--- src/rtl/parking_gate_pkg.sv ---
// parking_gate_pkg: state encoding and width helper shared by the parking gate controller.
package parking_gate_pkg;
  localparam int STATE_W = 3;
  typedef enum logic [STATE_W-1:0] {
    ST_IDLE    = 3'd0,
    ST_WAIT    = 3'd1,
    ST_OPEN    = 3'd2,
    ST_BLOCKED = 3'd3,
    ST_LOCK    = 3'd4
  } state_e;
  function automatic int btn_w(input int n);
    return (n > 1) ? $clog2(n) : 1;
  endfunction
endpackage

--- src/rtl/parking_gate_ctrl_timer.sv ---
// gate_sec_timer: one-second prescaler plus seconds counter with clear and elapsed >= limit compare.
module gate_sec_timer #(
  parameter int TICK_DIV = 700,
  parameter int SEC_W    = 5
) (
  input  logic             i_clk,
  input  logic             i_rst_n,
  input  logic             i_clear,
  input  logic [SEC_W-1:0] i_limit,
  output logic             o_half,
  output logic             o_done
);
  localparam int PRE_W = (TICK_DIV > 1) ? $clog2(TICK_DIV) : 1;
  logic [PRE_W-1:0] r_pre;
  logic [SEC_W-1:0] r_sec;
  logic             w_tick;
  assign w_tick = r_pre == PRE_W'(TICK_DIV - 1);
  assign o_half = w_tick | (r_pre == PRE_W'(TICK_DIV / 2 - 1));
  assign o_done = r_sec >= i_limit;
  always_ff @(posedge i_clk or negedge i_rst_n) begin
    if (!i_rst_n) begin
      r_pre <= '0;
      r_sec <= '0;
    end else if (i_clear) begin
      r_pre <= '0;
      r_sec <= '0;
    end else begin
      r_pre <= w_tick ? '0 : r_pre + 1'b1;
      if (w_tick && r_sec != '1) r_sec <= r_sec + 1'b1;
    end
  end
endmodule

--- src/rtl/parking_gate_ctrl.sv ---
// parking_gate_ctrl: keypad-coded parking gate with occupancy count and wrong-code lockout.
// Define PARKING_GATE_BLINK_EN to blink stop_light at 1 Hz in WAIT_CODE and LOCKOUT.
module parking_gate_ctrl
  import parking_gate_pkg::*;
#(
  parameter int NUM_BUTTONS  = 4,
  parameter int CODE_LEN     = 4,
  parameter     CODE         = 16'h0123,
  parameter int CAPACITY     = 20,
  parameter int TICK_DIV     = 700,
  parameter int OPEN_TIME    = 20,
  parameter int CODE_TIMEOUT = 10,
  parameter int MAX_TRIES    = 3,
  parameter int LOCKOUT_TIME = 30,
  localparam int OCC_W       = $clog2(CAPACITY + 1)
) (
  input  logic                   i_clk,
  input  logic                   i_rst_n,
  input  logic                   i_se,
  input  logic                   i_si,
  input  logic [NUM_BUTTONS-1:0] i_button,
  output logic                   o_gate_open,
  output logic                   o_stop_light,
  output logic                   o_code_error,
  output logic                   o_locked,
  output logic                   o_full,
  output logic [OCC_W-1:0]       o_occupancy,
  output logic [STATE_W-1:0]     o_state
);
  localparam int BTN_W = btn_w(NUM_BUTTONS);
  localparam int IDX_W = $clog2(CODE_LEN + 1);
  localparam int TRY_W = $clog2(MAX_TRIES + 1);
  localparam int T_MAX = (OPEN_TIME > CODE_TIMEOUT)
                       ? ((OPEN_TIME > LOCKOUT_TIME) ? OPEN_TIME : LOCKOUT_TIME)
                       : ((CODE_TIMEOUT > LOCKOUT_TIME) ? CODE_TIMEOUT : LOCKOUT_TIME);
  localparam int SEC_W = $clog2(T_MAX + 1);
  state_e           r_state, w_next;
  logic             r_se, r_si, r_ok;
  logic [IDX_W-1:0] r_idx;
  logic [TRY_W-1:0] r_tries, w_tries_inc;
  logic [OCC_W-1:0] r_occ;
  logic [BTN_W-1:0] w_btn, w_exp;
  logic [SEC_W-1:0] w_limit;
  logic w_se_fall, w_si_rise, w_full, w_cmp, w_digit, w_match, w_mism;
  logic w_inc, w_dec, w_clear, w_half, w_done;
  assign w_se_fall   = ~i_se & r_se;
  assign w_si_rise   = i_si & ~r_si;
  assign w_full      = r_occ == OCC_W'(CAPACITY);
  assign w_cmp       = r_idx == IDX_W'(CODE_LEN);
  assign w_exp       = BTN_W'(CODE >> (int'(r_idx) * BTN_W));
  assign w_tries_inc = r_tries + 1'b1;
  assign w_digit     = (r_state == ST_WAIT) && r_se && !w_cmp && (|i_button);
  assign w_inc       = (r_state == ST_OPEN) && w_se_fall;
  assign w_dec       = w_si_rise;
  assign w_clear     = (w_next != r_state) || w_digit;
  always_comb begin
    w_btn = '0;
    for (int b = 0; b < NUM_BUTTONS; b++) if (i_button[b]) w_btn = BTN_W'(b);
  end
  always_comb begin
    w_next  = r_state;
    w_limit = '0;
    w_match = 1'b0;
    w_mism  = 1'b0;
    case (r_state)
      ST_IDLE: if (r_se) w_next = w_full ? ST_BLOCKED : ST_WAIT;
      ST_WAIT: begin
        w_limit = SEC_W'(CODE_TIMEOUT);
        if (!r_se) w_next = ST_IDLE;
        else if (w_cmp) begin
          w_match = r_ok;
          w_mism  = !r_ok;
          w_next  = r_ok ? ST_OPEN : (w_tries_inc >= TRY_W'(MAX_TRIES)) ? ST_LOCK : ST_WAIT;
        end else if (w_done) w_next = ST_IDLE;
      end
      ST_OPEN: begin
        w_limit = SEC_W'(OPEN_TIME);
        if (w_se_fall || w_done) w_next = ST_IDLE;
      end
      ST_BLOCKED: if (!r_se || !w_full) w_next = ST_IDLE;
      ST_LOCK: begin
        w_limit = SEC_W'(LOCKOUT_TIME);
        if (w_done) w_next = ST_IDLE;
      end
      default: w_next = ST_IDLE;
    endcase
  end
  gate_sec_timer #(.TICK_DIV(TICK_DIV), .SEC_W(SEC_W)) u_timer (
    .i_clk   (i_clk),
    .i_rst_n (i_rst_n),
    .i_clear (w_clear),
    .i_limit (w_limit),
    .o_half  (w_half),
    .o_done  (w_done)
  );
`ifdef PARKING_GATE_BLINK_EN
  logic r_blink;
  always_ff @(posedge i_clk or negedge i_rst_n) begin
    if (!i_rst_n) r_blink <= 1'b0;
    else r_blink <= ((r_state == ST_WAIT || r_state == ST_LOCK) && w_next == r_state) ? r_blink ^ w_half : 1'b0;
  end
  assign o_stop_light = (r_state != ST_OPEN) & ~r_blink;
`else
  logic w_unused_half;
  assign w_unused_half = w_half;
  assign o_stop_light  = r_state != ST_OPEN;
`endif
  always_ff @(posedge i_clk or negedge i_rst_n) begin
    if (!i_rst_n) begin
      r_state <= ST_IDLE;
      r_se    <= 1'b0;
      r_si    <= 1'b0;
      r_idx   <= '0;
      r_ok    <= 1'b1;
      r_tries <= '0;
      r_occ   <= '0;
    end else begin
      r_state <= w_next;
      r_se    <= i_se;
      r_si    <= i_si;
      if (r_state != ST_WAIT || w_mism) begin
        r_idx <= '0;
        r_ok  <= 1'b1;
      end else if (w_digit) begin
        r_idx <= r_idx + 1'b1;
        r_ok  <= r_ok & $onehot(i_button) & (w_btn == w_exp);
      end
      if (w_match || (r_state == ST_LOCK && w_next == ST_IDLE)) r_tries <= '0;
      else if (w_mism) r_tries <= w_tries_inc;
      // simultaneous entry and exit cancel out
      r_occ <= (w_inc && !w_dec && !w_full) ? r_occ + 1'b1
             : (w_dec && !w_inc && r_occ != '0) ? r_occ - 1'b1 : r_occ;
    end
  end
  assign o_gate_open  = r_state == ST_OPEN;
  assign o_locked     = r_state == ST_LOCK;
  assign o_code_error = w_mism;
  assign o_full       = w_full;
  assign o_occupancy  = r_occ;
  assign o_state      = r_state;
endmodule

--- config.mk ---
export PLATFORM = sky130hd
export DESIGN_NAME = parking_gate_ctrl
export DESIGN_NICKNAME = d
export VERILOG_FILES = /design/src/rtl/parking_gate_pkg.sv /design/src/rtl/parking_gate_ctrl_timer.sv /design/src/rtl/parking_gate_ctrl.sv
export SDC_FILE = /design/constraint.sdc
export NUM_CORES = 1
export LEC_CHECK = 0
export ABC_AREA = 1
export CAP_MARGIN = 20
export CORE_MARGIN = 2
export CORE_UTILIZATION = 57
export CTS_CLUSTER_DIAMETER = 60
export CTS_CLUSTER_SIZE = 28
export DETAILED_ROUTE_END_ITERATION = 6
export PLACE_DENSITY = 0.78
export SETUP_SLACK_MARGIN = 0.1
export SYNTH_ARGS = -nofsm -noshare
export SYNTH_HDL_FRONTEND = slang
export SYNTH_HIERARCHICAL = 1
export SYNTH_SLANG_ARGS = --single-unit
--- constraint.sdc ---
create_clock -name i_clk -period 3.5 [get_ports i_clk]
set_clock_uncertainty 0.2 [all_clocks]
set_input_delay 0.875 -clock i_clk [delete_from_list [all_inputs] [get_ports i_clk]]
set_output_delay 0.875 -clock i_clk [all_outputs]
set_load 0.02 [all_outputs]
* Yosys cells after proc, flatten, opt, wreduce, memory -nomap -nowiden
Cells that the tools add are included.
** Storage, ports and cells
- Register bits :: 31
- Latch bits :: 0
- Bits in writable memories :: 0
- Memory bits (read-only) :: 0
- Input port bits :: 8
- Output and inout bits :: 13
- Memories kept :: 0
** Operators by class
- Add/subtract/negate cells :: 9
- $mul :: 0
- Divide/modulo/power cells :: 0
- Order comparisons :: 2
- Equality and inequality tests :: 13
- Shift operators :: 1
- Muxes and demuxes :: 32
- Bitwise operators :: 6
- Reductions and logical operators :: 29
** Operators with widths (number)
- 3-bit 2-to-1 mux :: 10
- 10-bit 2-to-1 mux :: 2
- 5-bit 2-to-1 mux :: 4
- 3-bit one-hot mux with 5 select lines :: 1
- 5-bit one-hot mux with 3 select lines :: 1
- 10-bit by 1-bit adder with 10-bit output, second input constant :: 1
- 5-bit by 1-bit adder with 5-bit output, second input constant :: 2
- 10-bit == test, second input constant :: 1
- 1-bit logical AND :: 10
- 2-bit 2-to-1 mux :: 5
- 1-bit 2-to-1 mux :: 9
- 9-bit by 4-bit right shift with 2-bit output, first input constant :: 1
- 2-bit nonzero test :: 4
- 3-bit by 1-bit == test with 1-bit output, second input constant :: 2
- 3-bit by 2-bit == test with 1-bit output, second input constant :: 2
- 3-bit == test, second input constant :: 2
- 1-bit logical NOT :: 6
- 3-bit logical NOT :: 2
- 5-bit == test, second input constant :: 1
- 5-bit >= comparator :: 1
- 1-bit logical OR :: 5
- 5-bit != test, second input constant :: 1
- 5-bit nonzero test :: 1
- 5-bit by 1-bit subtractor with 5-bit output, second input constant :: 1
- other kinds (12) :: 17

* Longest topological paths before layout
- Depth in word-level cells :: 11
- Mapped depth :: 23

* By module
The synthesis kept the hierarchy.
** Modules (own cells, without submodules)
- parking_gate_ctrl :: instances 1, cells an instance 165, area an instance 1227.4 um^2
- gate_sec_timer :: instances 1, cells an instance 127, area an instance 982.2 um^2

* Worst setup path after synthesis
No wires, ideal clock.
- Path type :: register to register
- Start :: register r_state[1] (netlist: o_state[1])
- End :: register u_timer.r_sec[0]
- Setup time :: 0.118 ns
- Arrival time :: 3.139 ns
- Data required time :: 3.182 ns
- Path slack :: 0.043 ns
- Cell stages (with the launch flop) :: 24
- Path buffers :: 1
- Period minus slack after synthesis :: 3.457 ns
- Path through :: dfrtp_1 inv_2 nand2_1 nor2_1 inv_1 nand2_1 inv_1 ha_1 a21o_1 a21oi_1 o21ai_0 inv_1 nand3_1 nor2_1 nor2_1 nand3_1 nand2_1 nand2_1 nand2_1 inv_1 nand2_4 buf_8 nand3_1 nand2_1
** On the way
- Longest elaborated chain between the ends :: 10
- Elaborated cells on any way between the ends :: 22
- Classes of those cells :: order compare (1); eq/ne (5); mux (9); reduce/logical (7)
** Ends and longest elaborated chain
- start: declaration :: RTL line parking_gate_ctrl.sv:37 : state_e r_state, w_next;
- start signal: assignment :: RTL line parking_gate_ctrl.sv:118 : r_state <= w_next;
- 3-bit == test *
- net o_locked :: RTL line parking_gate_ctrl.sv:25 : output logic o_locked,
- 5-bit one-hot mux with 3 select lines * :: RTL line parking_gate_ctrl.sv:65 : case (r_state)
- net w_limit[1] :: RTL line parking_gate_ctrl.sv:43 : logic [SEC_W-1:0] w_limit;
- 5-bit >= comparator * :: RTL line parking_gate_ctrl_timer.sv:19 : assign o_done = r_sec >= i_limit;
- net w_done :: RTL line parking_gate_ctrl.sv:45 : logic w_inc, w_dec, w_clear, w_half, w_done;
- 3-bit 2-to-1 mux :: RTL line parking_gate_ctrl.sv:74, parking_gate_ctrl.sv:83
- 3-bit 2-to-1 mux :: RTL line parking_gate_ctrl.sv:70 : else if (w_cmp) begin
- 3-bit 2-to-1 mux :: RTL line parking_gate_ctrl.sv:69 : if (!r_se) w_next = ST_IDLE;
- 3-bit one-hot mux with 5 select lines * :: RTL line parking_gate_ctrl.sv:65
- net w_next[1] :: RTL line parking_gate_ctrl.sv:37
- 3-bit != test * :: RTL line parking_gate_ctrl.sv:55 : assign w_clear = (w_next != r_state) || w_digit;
- 1-bit logical OR * :: RTL line parking_gate_ctrl.sv:55
- net w_clear :: RTL line parking_gate_ctrl.sv:45
- 5-bit 2-to-1 mux or 2-bit nonzero test (tied branches)
- end signal: assignment :: RTL line parking_gate_ctrl_timer.sv:29 : if (w_tick && r_sec != '1) r_sec <= r_sec + 1'b1;
- end: declaration :: RTL line parking_gate_ctrl_timer.sv:15 : logic [SEC_W-1:0] r_sec;
The timed path passes the listed nets; every way through them passes the cells marked *.
A chain may end at the register's enable or synchronous reset.

* Worst setup path after layout
- Start :: register r_state[0] (netlist: o_state[0])
- End :: register u_timer.r_sec[2]
** On the way
- Longest elaborated chain between the ends :: 10
- Elaborated cells on any way between the ends :: 22
- Classes of those cells :: order compare (1); eq/ne (5); mux (9); reduce/logical (7)
** Ends and longest elaborated chain (RTL line)
- 3-bit == test, or another cell as far along :: parking_gate_ctrl.sv:65
- 5-bit one-hot mux with 3 select lines * :: parking_gate_ctrl.sv:65
- net w_limit[1] :: parking_gate_ctrl.sv:43
- 5-bit >= comparator * :: parking_gate_ctrl_timer.sv:19
- net w_done :: parking_gate_ctrl.sv:45
- 3-bit 2-to-1 mux :: parking_gate_ctrl.sv:74, parking_gate_ctrl.sv:83
- 3-bit 2-to-1 mux :: parking_gate_ctrl.sv:70
- 3-bit 2-to-1 mux :: parking_gate_ctrl.sv:69
- 3-bit one-hot mux with 5 select lines * :: parking_gate_ctrl.sv:65
- 3-bit != test * :: parking_gate_ctrl.sv:55
- 1-bit logical OR * :: parking_gate_ctrl.sv:55
- net w_clear :: parking_gate_ctrl.sv:45
- 5-bit 2-to-1 mux or 2-bit nonzero test (tied branches)
Marks and branches as above.

==> results.md <==
* Status: finished, final reports clean
* Commonest non-fill, non-tap cell in the layout: nand2_1
* GRT Total Usage at 22.7%
* Hold buffer count at CTS at 0
* Worst-Skew Late Latency at 290 ps
* Most frequent cells in the layout: nand2_1 (53), inv_1 (48), nor2_1 (38), dfrtp_1 (29), nand3_1 (27)
* Post-route antenna net violation count at 0
* HPWL after DPL at 3.03 mm
* Final core occ at 70.1%
* Total vias in the final route at 1881
* Reg-to-reg endpoint: u_timer/r_sec[2]
* Initial drt markers at 89
* CTS Sinks at 31
* Total Neg Setup Slack at 0 ps
* Synth warn at 6
* Static Leak at 1.29 nW
* Total gr overflow at 0
* Port-buffer cells at 20
* Starting Density at 59.3%
* Worst reg2reg path depth at 20
* Fin crit period at 3080 ps
* Cell Area, Synth at 0.00219 mm^2
* Initial antenna violation count at 0
* Worst endpoint required time at 3480 ps
* Drt pass-1 iters at 4
* H-tree Lvls at 2
* Die ar. at 0.00435 mm^2
* Setup CP Type: reg -> reg
* Synthesis-to-layout area growth at 18.1%
* Number of cell rows at 22
* DRC viols at 0
* CP Launch Point: o_state[0]
* Reg2Reg Launch Point: o_state[0]
* Vias in the first global route at 1788
* Fraction of layout cells with a size suffix above 1 at 10.1%
* Fmax at 324 MHz
* # IOs at 21
* Via/cell ratio at 5.14
* Worst vdd ir at 360 uV
* Crit start category: register
* N_diodes at 0
* Crit. End Element: register
* Max-slew violations at 0
* Max Cap Violations at 0
* Core Footprint at 0.00369 mm^2
* Root buffer cell: clkbuf_8
* Syn Area/Cell at 7.60 um^2
* Capture point of the worst path: u_timer/r_sec[2]
* CTS Buf Count at 5
* Drt total wl at 4.10 mm
* Setup violators final at 0
* CTS tree: yes
* RSZ-0062 raised after global routing: no
* Fill count at 319
* Post-cts gate resize count at 0
* Drt wl/cell at 11.2 um
* Post-CTS Setup Inserts at 0
* Net count after synthesis at 317
* Nets at 346
* Tcrit/Tclk final at 88.1%
* First-pass GRT wire length at 7.45 mm
* Max FO, Critical Path at 13
* Power Dens Cells at 569 mW/mm^2
* CTS Buffer Depth at 2
* Pin count of the biggest net entering global routing at 32
* CP arrival at 3060 ps
* Worst-path clk slew at 70 ps
* Chip height at 66.0 um
* Routability cong. at 0.838
* R2R Setup Slk at 420 ps
* Post-synthesis instance total at 288
* Die extent in x at 66.0 um
* Fin. Hold Viols at 0
* Hold Crit Class: reg -> reg
worst max-delay path, stage by stage, from the launching register on:
cell	delay [ps]
dfrtp_2	450
inv_2	110
nand2_1	100
nor2_2	140
inv_1	90
nand2_1	90
inv_1	50
ha_1	310
a21o_1	190
a21oi_1	110
o21ai_1	110
o21ai_0	180
nand3_1	120
o211ai_1	120
nand2_1	70
inv_1	50
nand2_1	90
inv_4	120
nand2_4	120
nand3_1	90
nand2_1	60
flip-flops by register name, indices dropped and copies added, names as in the netlist:
register and count:
o_occupancy 5, o_state 3, r_idx 3, r_ok 1, r_se 1, r_si 1
r_tries 2, u_timer/r_pre 10, u_timer/r_sec 5
metal layers:
metal | part of all wire, % | up-vias | global-route usage, % | wire length, um
met5 | 0 | - | 0 | 0
met4 | 1.7 | 0 | 8.42 | 68
met3 | 4.2 | 6 | 6.64 | 171
met2 | 47 | 29 | 38.4 | 1930
met1 | 47 | 874 | 27.3 | 1930
li1 | - | 972 | - | -
where the power goes:
group / leakage [nW] / internal (W) / total, W / switching (W)
logic: 0.830 / 0.000250 / 0.000604 / 0.000354
registers: 0.398 / 0.000422 / 0.000498 / 0.0000768
clock network: 0.0612 / 0.000230 / 0.000369 / 0.000139
total: 1.29 / 0.000902 / 0.00147 / 0.000569
through the flow:
stage	hold slack [ps]	std cells	area [um^2]	power [W]	setup slack, ps
after floorplan	255	288	2190	0.000914	170
after global placement	273	358	2460	0.00108	184
after detailed placement	295	358	2460	0.00110	158
after CTS	305	366	2580	0.00148	154
after global routing	337	366	2580	0.00161	105
final	299	366	2580	0.00147	417
worst min-delay path by stage:
stage                           from               end  slack, ps  cells past startpoint
detailed placement        r_tries[0]        r_tries[0]        290                      1
global placement    u_timer/r_pre[0]  u_timer/r_pre[0]        270                      1
finish              u_timer/r_pre[0]  u_timer/r_pre[0]        300                      1
floorplan           u_timer/r_pre[0]  u_timer/r_pre[0]        250                      1
global route        u_timer/r_pre[0]  u_timer/r_pre[0]        340                      1
CTS                 u_timer/r_pre[0]  u_timer/r_pre[0]        310                      1
cell type report:
| type | count | area (um^2) | share of cell area, % |
|---|---|---|---|
| inverters | 52 | 198 | 7.65 |
| well taps | 48 | 60.1 | 2.32 |
| flip-flops and latches | 31 | 778 | 30.1 |
| multi-input cells | 204 | 1210 | 46.7 |
| clock buffers | 6 | 82.6 | 3.19 |
| clock inverters | 2 | 35.0 | 1.36 |
| repair buffers | 23 | 225 | 8.71 |
No activity file was read; power rests on OpenSTA's default activity.
